--- src/rtl/serial_sub_ctrl_pkg.sv ---
// Shared definitions for the bit-serial subtractor controller and anything that decodes its state.
package serial_sub_ctrl_pkg;

    localparam int unsigned STATE_W = 2;

    typedef enum logic [STATE_W-1:0] {
        IDLE = 2'd0,
        RUN  = 2'd1,
        DONE = 2'd2
    } state_t;

    // Bit counter width; a 1-bit operand still needs a 1-bit counter.
    function automatic int unsigned cnt_width(input int unsigned width);
        return (width > 1) ? $clog2(width) : 1;
    endfunction

endpackage

--- src/rtl/serial_sub_ctrl_cell.sv ---
// 1-bit full subtractor: two half-subtraction stages with the stage borrows ORed.
module full_sub_cell (
    input  logic ai,
    input  logic bi,
    input  logic bin,
    output logic d,
    output logic bout
);

    logic d1;
    logic b1;
    logic b2;

    always_comb begin
        d1   = ai ^ bi;
        b1   = ~ai & bi;
        d    = d1 ^ bin;
        b2   = ~d1 & bin;
        bout = b1 | b2;
    end

endmodule

--- src/rtl/serial_sub_ctrl.sv ---
// Bit-serial a - b, LSB first, one bit per clock through a single full_sub_cell.
module serial_sub_ctrl
    import serial_sub_ctrl_pkg::*;
#(
    parameter int unsigned WIDTH = 8
) (
    input  logic             clk,
    input  logic             rst_n,
    input  logic             start,
    input  logic [WIDTH-1:0] a,
    input  logic [WIDTH-1:0] b,
    output logic             in_ready,
    output logic             busy,
    output logic             done,
    output logic [WIDTH-1:0] diff,
    output logic             borrow_out
);

    localparam int unsigned CNT_W = cnt_width(WIDTH);
    localparam logic [CNT_W-1:0] CNT_LAST = CNT_W'(WIDTH - 1);

    state_t           state, state_nxt;
    logic [WIDTH-1:0] a_sh, a_sh_nxt;
    logic [WIDTH-1:0] b_sh, b_sh_nxt;
    logic [WIDTH-1:0] d_sh, d_sh_nxt;
    logic [WIDTH-1:0] diff_nxt;
    logic [CNT_W-1:0] cnt, cnt_nxt;
    logic             bor, bor_nxt;
    logic             borrow_out_nxt;
    logic             in_ready_nxt;
    logic             busy_nxt;
    logic             done_nxt;
    logic             cell_d;
    logic             cell_bo;
    logic [WIDTH-1:0] d_ins;

    full_sub_cell u_cell (
        .ai   (a_sh[0]),
        .bi   (b_sh[0]),
        .bin  (bor),
        .d    (cell_d),
        .bout (cell_bo)
    );

    // Written as shift-and-OR so WIDTH=1 needs no empty part-select.
    assign d_ins = (d_sh >> 1) | (WIDTH'(cell_d) << (WIDTH - 1));

    always_ff @(posedge clk or negedge rst_n) begin
        if (!rst_n) begin
            state      <= IDLE;
            a_sh       <= '0;
            b_sh       <= '0;
            d_sh       <= '0;
            bor        <= 1'b0;
            cnt        <= '0;
            diff       <= '0;
            borrow_out <= 1'b0;
            in_ready   <= 1'b1;
            busy       <= 1'b0;
            done       <= 1'b0;
        end else begin
            state      <= state_nxt;
            a_sh       <= a_sh_nxt;
            b_sh       <= b_sh_nxt;
            d_sh       <= d_sh_nxt;
            bor        <= bor_nxt;
            cnt        <= cnt_nxt;
            diff       <= diff_nxt;
            borrow_out <= borrow_out_nxt;
            in_ready   <= in_ready_nxt;
            busy       <= busy_nxt;
            done       <= done_nxt;
        end
    end

    always_comb begin
        state_nxt      = state;
        a_sh_nxt       = a_sh;
        b_sh_nxt       = b_sh;
        d_sh_nxt       = d_sh;
        bor_nxt        = bor;
        cnt_nxt        = cnt;
        diff_nxt       = diff;
        borrow_out_nxt = borrow_out;

        unique case (state)
            IDLE: begin
                if (start) begin
                    a_sh_nxt  = a;
                    b_sh_nxt  = b;
                    bor_nxt   = 1'b0;
                    cnt_nxt   = '0;
                    state_nxt = RUN;
                end
            end
            RUN: begin
                d_sh_nxt = d_ins;
                a_sh_nxt = a_sh >> 1;
                b_sh_nxt = b_sh >> 1;
                bor_nxt  = cell_bo;
                cnt_nxt  = cnt + CNT_W'(1);
                if (cnt == CNT_LAST) begin
                    // Results only move here, so the previous answer stays readable while running.
                    cnt_nxt        = '0;
                    diff_nxt       = d_ins;
                    borrow_out_nxt = cell_bo;
                    state_nxt      = DONE;
                end
            end
            DONE: begin
                state_nxt = IDLE;
            end
            default: begin
                state_nxt = IDLE;
            end
        endcase

        in_ready_nxt = (state_nxt == IDLE);
        busy_nxt     = (state_nxt == RUN);
        done_nxt     = (state_nxt == DONE);
    end

endmodule
--- config.mk ---
export PLATFORM = sky130hd
export DESIGN_NAME = serial_sub_ctrl
export DESIGN_NICKNAME = d
export VERILOG_FILES = /design/src/rtl/serial_sub_ctrl_pkg.sv /design/src/rtl/serial_sub_ctrl_cell.sv /design/src/rtl/serial_sub_ctrl.sv
export SDC_FILE = /design/constraint.sdc
export NUM_CORES = 1
export LEC_CHECK = 0
export BUFFER_PORTS_ARGS = -buffer_cell sky130_fd_sc_hd__buf_2
export CORE_MARGIN = 5
export CORE_UTILIZATION = 54
export CTS_CLUSTER_SIZE = 10
export DETAILED_ROUTE_END_ITERATION = 8
export PLACE_DENSITY = 0.81
export SLEW_MARGIN = 20
export SYNTH_ARGS = -nofsm -noshare
export SYNTH_HDL_FRONTEND = slang
export SYNTH_SLANG_ARGS = --single-unit
--- constraint.sdc ---
create_clock -name clk -period 1.7 [get_ports clk]
set_input_delay 0.34 -clock clk [delete_from_list [all_inputs] [get_ports clk]]
set_output_delay 0.34 -clock clk [all_outputs]
set_load 0.05 [all_outputs]
==> key figures <==
Layout
  • Design Area, Final: 2010 sq um
  • Antenna diodes: 0
  • Final Core Density: 0.658
  • Layout cells sized above 1: 0.358
  • Area of the multi-input gates: 542 sq um
  • Layout Nets: 194
  • Register area: between 1000 and 1500 sq um
  • Fillcell total: 260
  • Syn-to-layout area delta: 17.3%

Synth
  • Top FF cell, synth: dfrtp_1
  • Syn Area/Cell: around 13 sq um
  • Yosys top cell by area: dfrtp_1
  • Syn Inst Count: about 140
  • Share of the synthesized area in the top cell type: 0.584
  • Largest cells by area after synthesis: dfrtp_1 58%, mux2_2 9.2%, a222oi_1 8.2%
  • Count leader, synth: dfrtp_1
  • FF+latch count, synth: 41
  • Async set-reset flop share out of synthesis: 1.00
  • Seq/Total Area, Yosys: 0.600
  • Post-synth EDFFs: 0
  • Synth warn: 0
  • Synthesized cell area: approximately 1700 sq um
  • Post-synthesis net count: 159
  • Cell variety after synth: 22
  • Top cells by count, synth: 40 x dfrtp_1, 21 x inv_1, 15 x nor2_1

Global route
  • Global Route Usage Sum: 0.175
  • Gr ovfl total: 0
  • First-pass GRT wire length: between 5 and 6 mm
  • Initial antenna violation count: 0
  • Vias in the first global route: 1252
  • Pin count of the biggest net entering global routing: 24

Place
  • Placer congestion estimate: between 0.7 and 0.8
  • HPWL after DPL: around 2.4 mm
  • DP Worst Slack: between 0.1 and 0.15 ns
  • Placed cell areas: between 1500 and 2000 sq um
  • Number of port buffers: 30

Routing
  • Final ANT Viol Nets: 0
  • Iter 0 DRT Violations: around 110
  • Router iterations before antenna repair: 6
  • Vias: between 1000 and 1500
  • DRC: 0
  • Vias per inst: ~5.3
  • Drt total wl: ~3.3 mm
  • Wire per inst: roughly 15 um

CTS
  • Clock-pin slew on the worst setup and hold paths: between 0.1 and 0.15 ns
  • TritonCTS clock tree: built
  • Cts hold-fix bufs: 1
  • CTS root buf: clkbuf_4
  • Skew-Pair Late Insertion Delay: around 0.34 ns
  • Clock sink total: roughly 40
  • Post-CTS Setup Repair Bufs: 0
  • Clock Path Buffers: 2
  • # H-tree levels: 2
  • CTS buffer count: 5
  • Cts repair resizes: 0

Timing
  • Fin. Hold Viols: 0
  • Final worst setup slack: ~0.09 ns
  • Min cycle time layout: ~1.6 ns
  • Final setup vio count: 0
  • Slew @ Worst Pin: 0.466 ns
  • Setup Total Neg Slack: 0 ns
  • Rel. slew slack: 0.689
  • Slew Viols, Final: 0
  • RSZ-0062 raised after global routing: false
  • F_max: slightly above 600 MHz
  • Worst Clk Skew: ~0.0094 ns
  • Period utilisation layout: 0.947

Run status
  • Status: complete, no violations

Worst hold path
  • WHS Endpoint: a_sh[6]$_DFFE_PN0P_
  • Worst min path class: primary input to register
  • Min-Delay Path Depth: 3
  • HP Start: a[6]

Floorplanning
  • Die W: 66.3 um
  • Row cnt: 20
  • Core ar.: between 3000 and 4000 sq um
  • Die Ht: around 66 um
  • Initial core utilization: 0.561
  • I/O Pins: 31
  • Die area: roughly 4400 sq um

Setup path
  • Crit Path Class: register to register
  • CP arrival: approximately 1.9 ns
  • R2r worst-path depth: 5
  • R2R Path End: diff[1]$_DFFE_PN0P_
  • FF-to-FF Start: cnt[0]$_DFFE_PN0P_
  • Max Fanout on Critical Path: 11
  • Crit end category: register
  • Critical path startpoint category: register
  • CP required: around 1.9 ns
  • FF-to-FF setup slack: approximately 0.090 ns

Power
  • Peak VDD IR: roughly 1.2 mV
  • Leakage: between 1 and 1.5 nW
  • PD cells: roughly 2200 nW/um^2

Flow run
  • Max cap viols: 0
-- worst max-delay path, cell delays in order (launching register included) --
cell and delay (ns):
dfrtp_1 0.42, ha_1 0.21, ha_1 0.23, nand3b_1 0.16, buf_12 0.15, mux2_2 0.33
-- metrics by stage --
stage               hold WS [ns]  std cells  total power [mW]
floorplan                 0.0444        137              3.27
global placement           0.290        208              3.60
detailed placement         0.292        208              3.70
CTS                        0.285        217              4.36
global route               0.275        217              4.61
finish                     0.299        217              4.32
-- where the power goes --
group          switching [mW]  total (mW)  internal, mW
Combinational            1.16        1.99         0.825
Sequential              0.236        1.69          1.45
Clock                   0.298       0.648         0.350
-- cell type report --
| cell class | instances | area share |
|---|---|---|
| Inverter | 21 | 0.0392 |
| Multi-Input combinational cell | 66 | 0.270 |
| Sequential cell | 41 | 0.511 |
| Tap cell | 44 | 0.0274 |
| Timing Repair Buffer | 37 | 0.108 |
| Clock inverter | 2 | 0.0187 |
| Clock buffer | 6 | 0.0255 |
-- layer usage --
layer | global-route usage | wire (um)
met1 | 0.214 | 1450
met2 | 0.285 | 1650
met3 | 0.0629 | 187
met4 | 0.0584 | 19
met5 | 0 | 0
-- how the worst max path moves through the flow --
stage	start	to	depth (start not counted)
after floorplan	cnt[0]$_DFFE_PN0P_	borrow_out$_DFFE_PN0P_	5
after global placement	cnt[0]$_DFFE_PN0P_	diff[0]$_DFFE_PN0P_	5
after detailed placement	cnt[0]$_DFFE_PN0P_	diff[1]$_DFFE_PN0P_	5
after CTS	cnt[0]$_DFFE_PN0P_	diff[0]$_DFFE_PN0P_	5
after global routing	cnt[0]$_DFFE_PN0P_	diff[1]$_DFFE_PN0P_	5
final	cnt[0]$_DFFE_PN0P_	diff[1]$_DFFE_PN0P_	5
-- flip-flops by register name, indices dropped and copies added (netlist names) --
signal,count
in_ready,1
busy,1
b_sh,8
cnt,3
borrow_out,1
a_sh,8
diff,8
d_sh,7
done,1
bor,1
state,2
-- cells in the final DEF (no fill, tap or decap), drive strengths merged --
master and instances:
dfrtp 40, buf 36, inv 21, nor2 15, mux2 14, a222oi 14, clkbuf 6, nand2 4
a22o 3, a21oi 2, mux2i 2, or2 2, o221ai 2, ha 2, nand3b 1, o21bai 1
nor2b 1, and2b 1, a32o 1, fa 1, bufinv 1, clkinvlp 1, dlygate4sd3 1, dfstp 1
-- cells by family after synthesis --
family,after synthesis,synth area share
flip-flops,41,0.600
buffers and inverters,30,0.0855
AND/OR/NAND/NOR,24,0.0614
AO/OA/AOI/OAI,23,0.123
multiplexers,16,0.104
adder cells (fa/ha/maj),3,0.0263
Note: power is estimated with default switching activity, not from simulation.
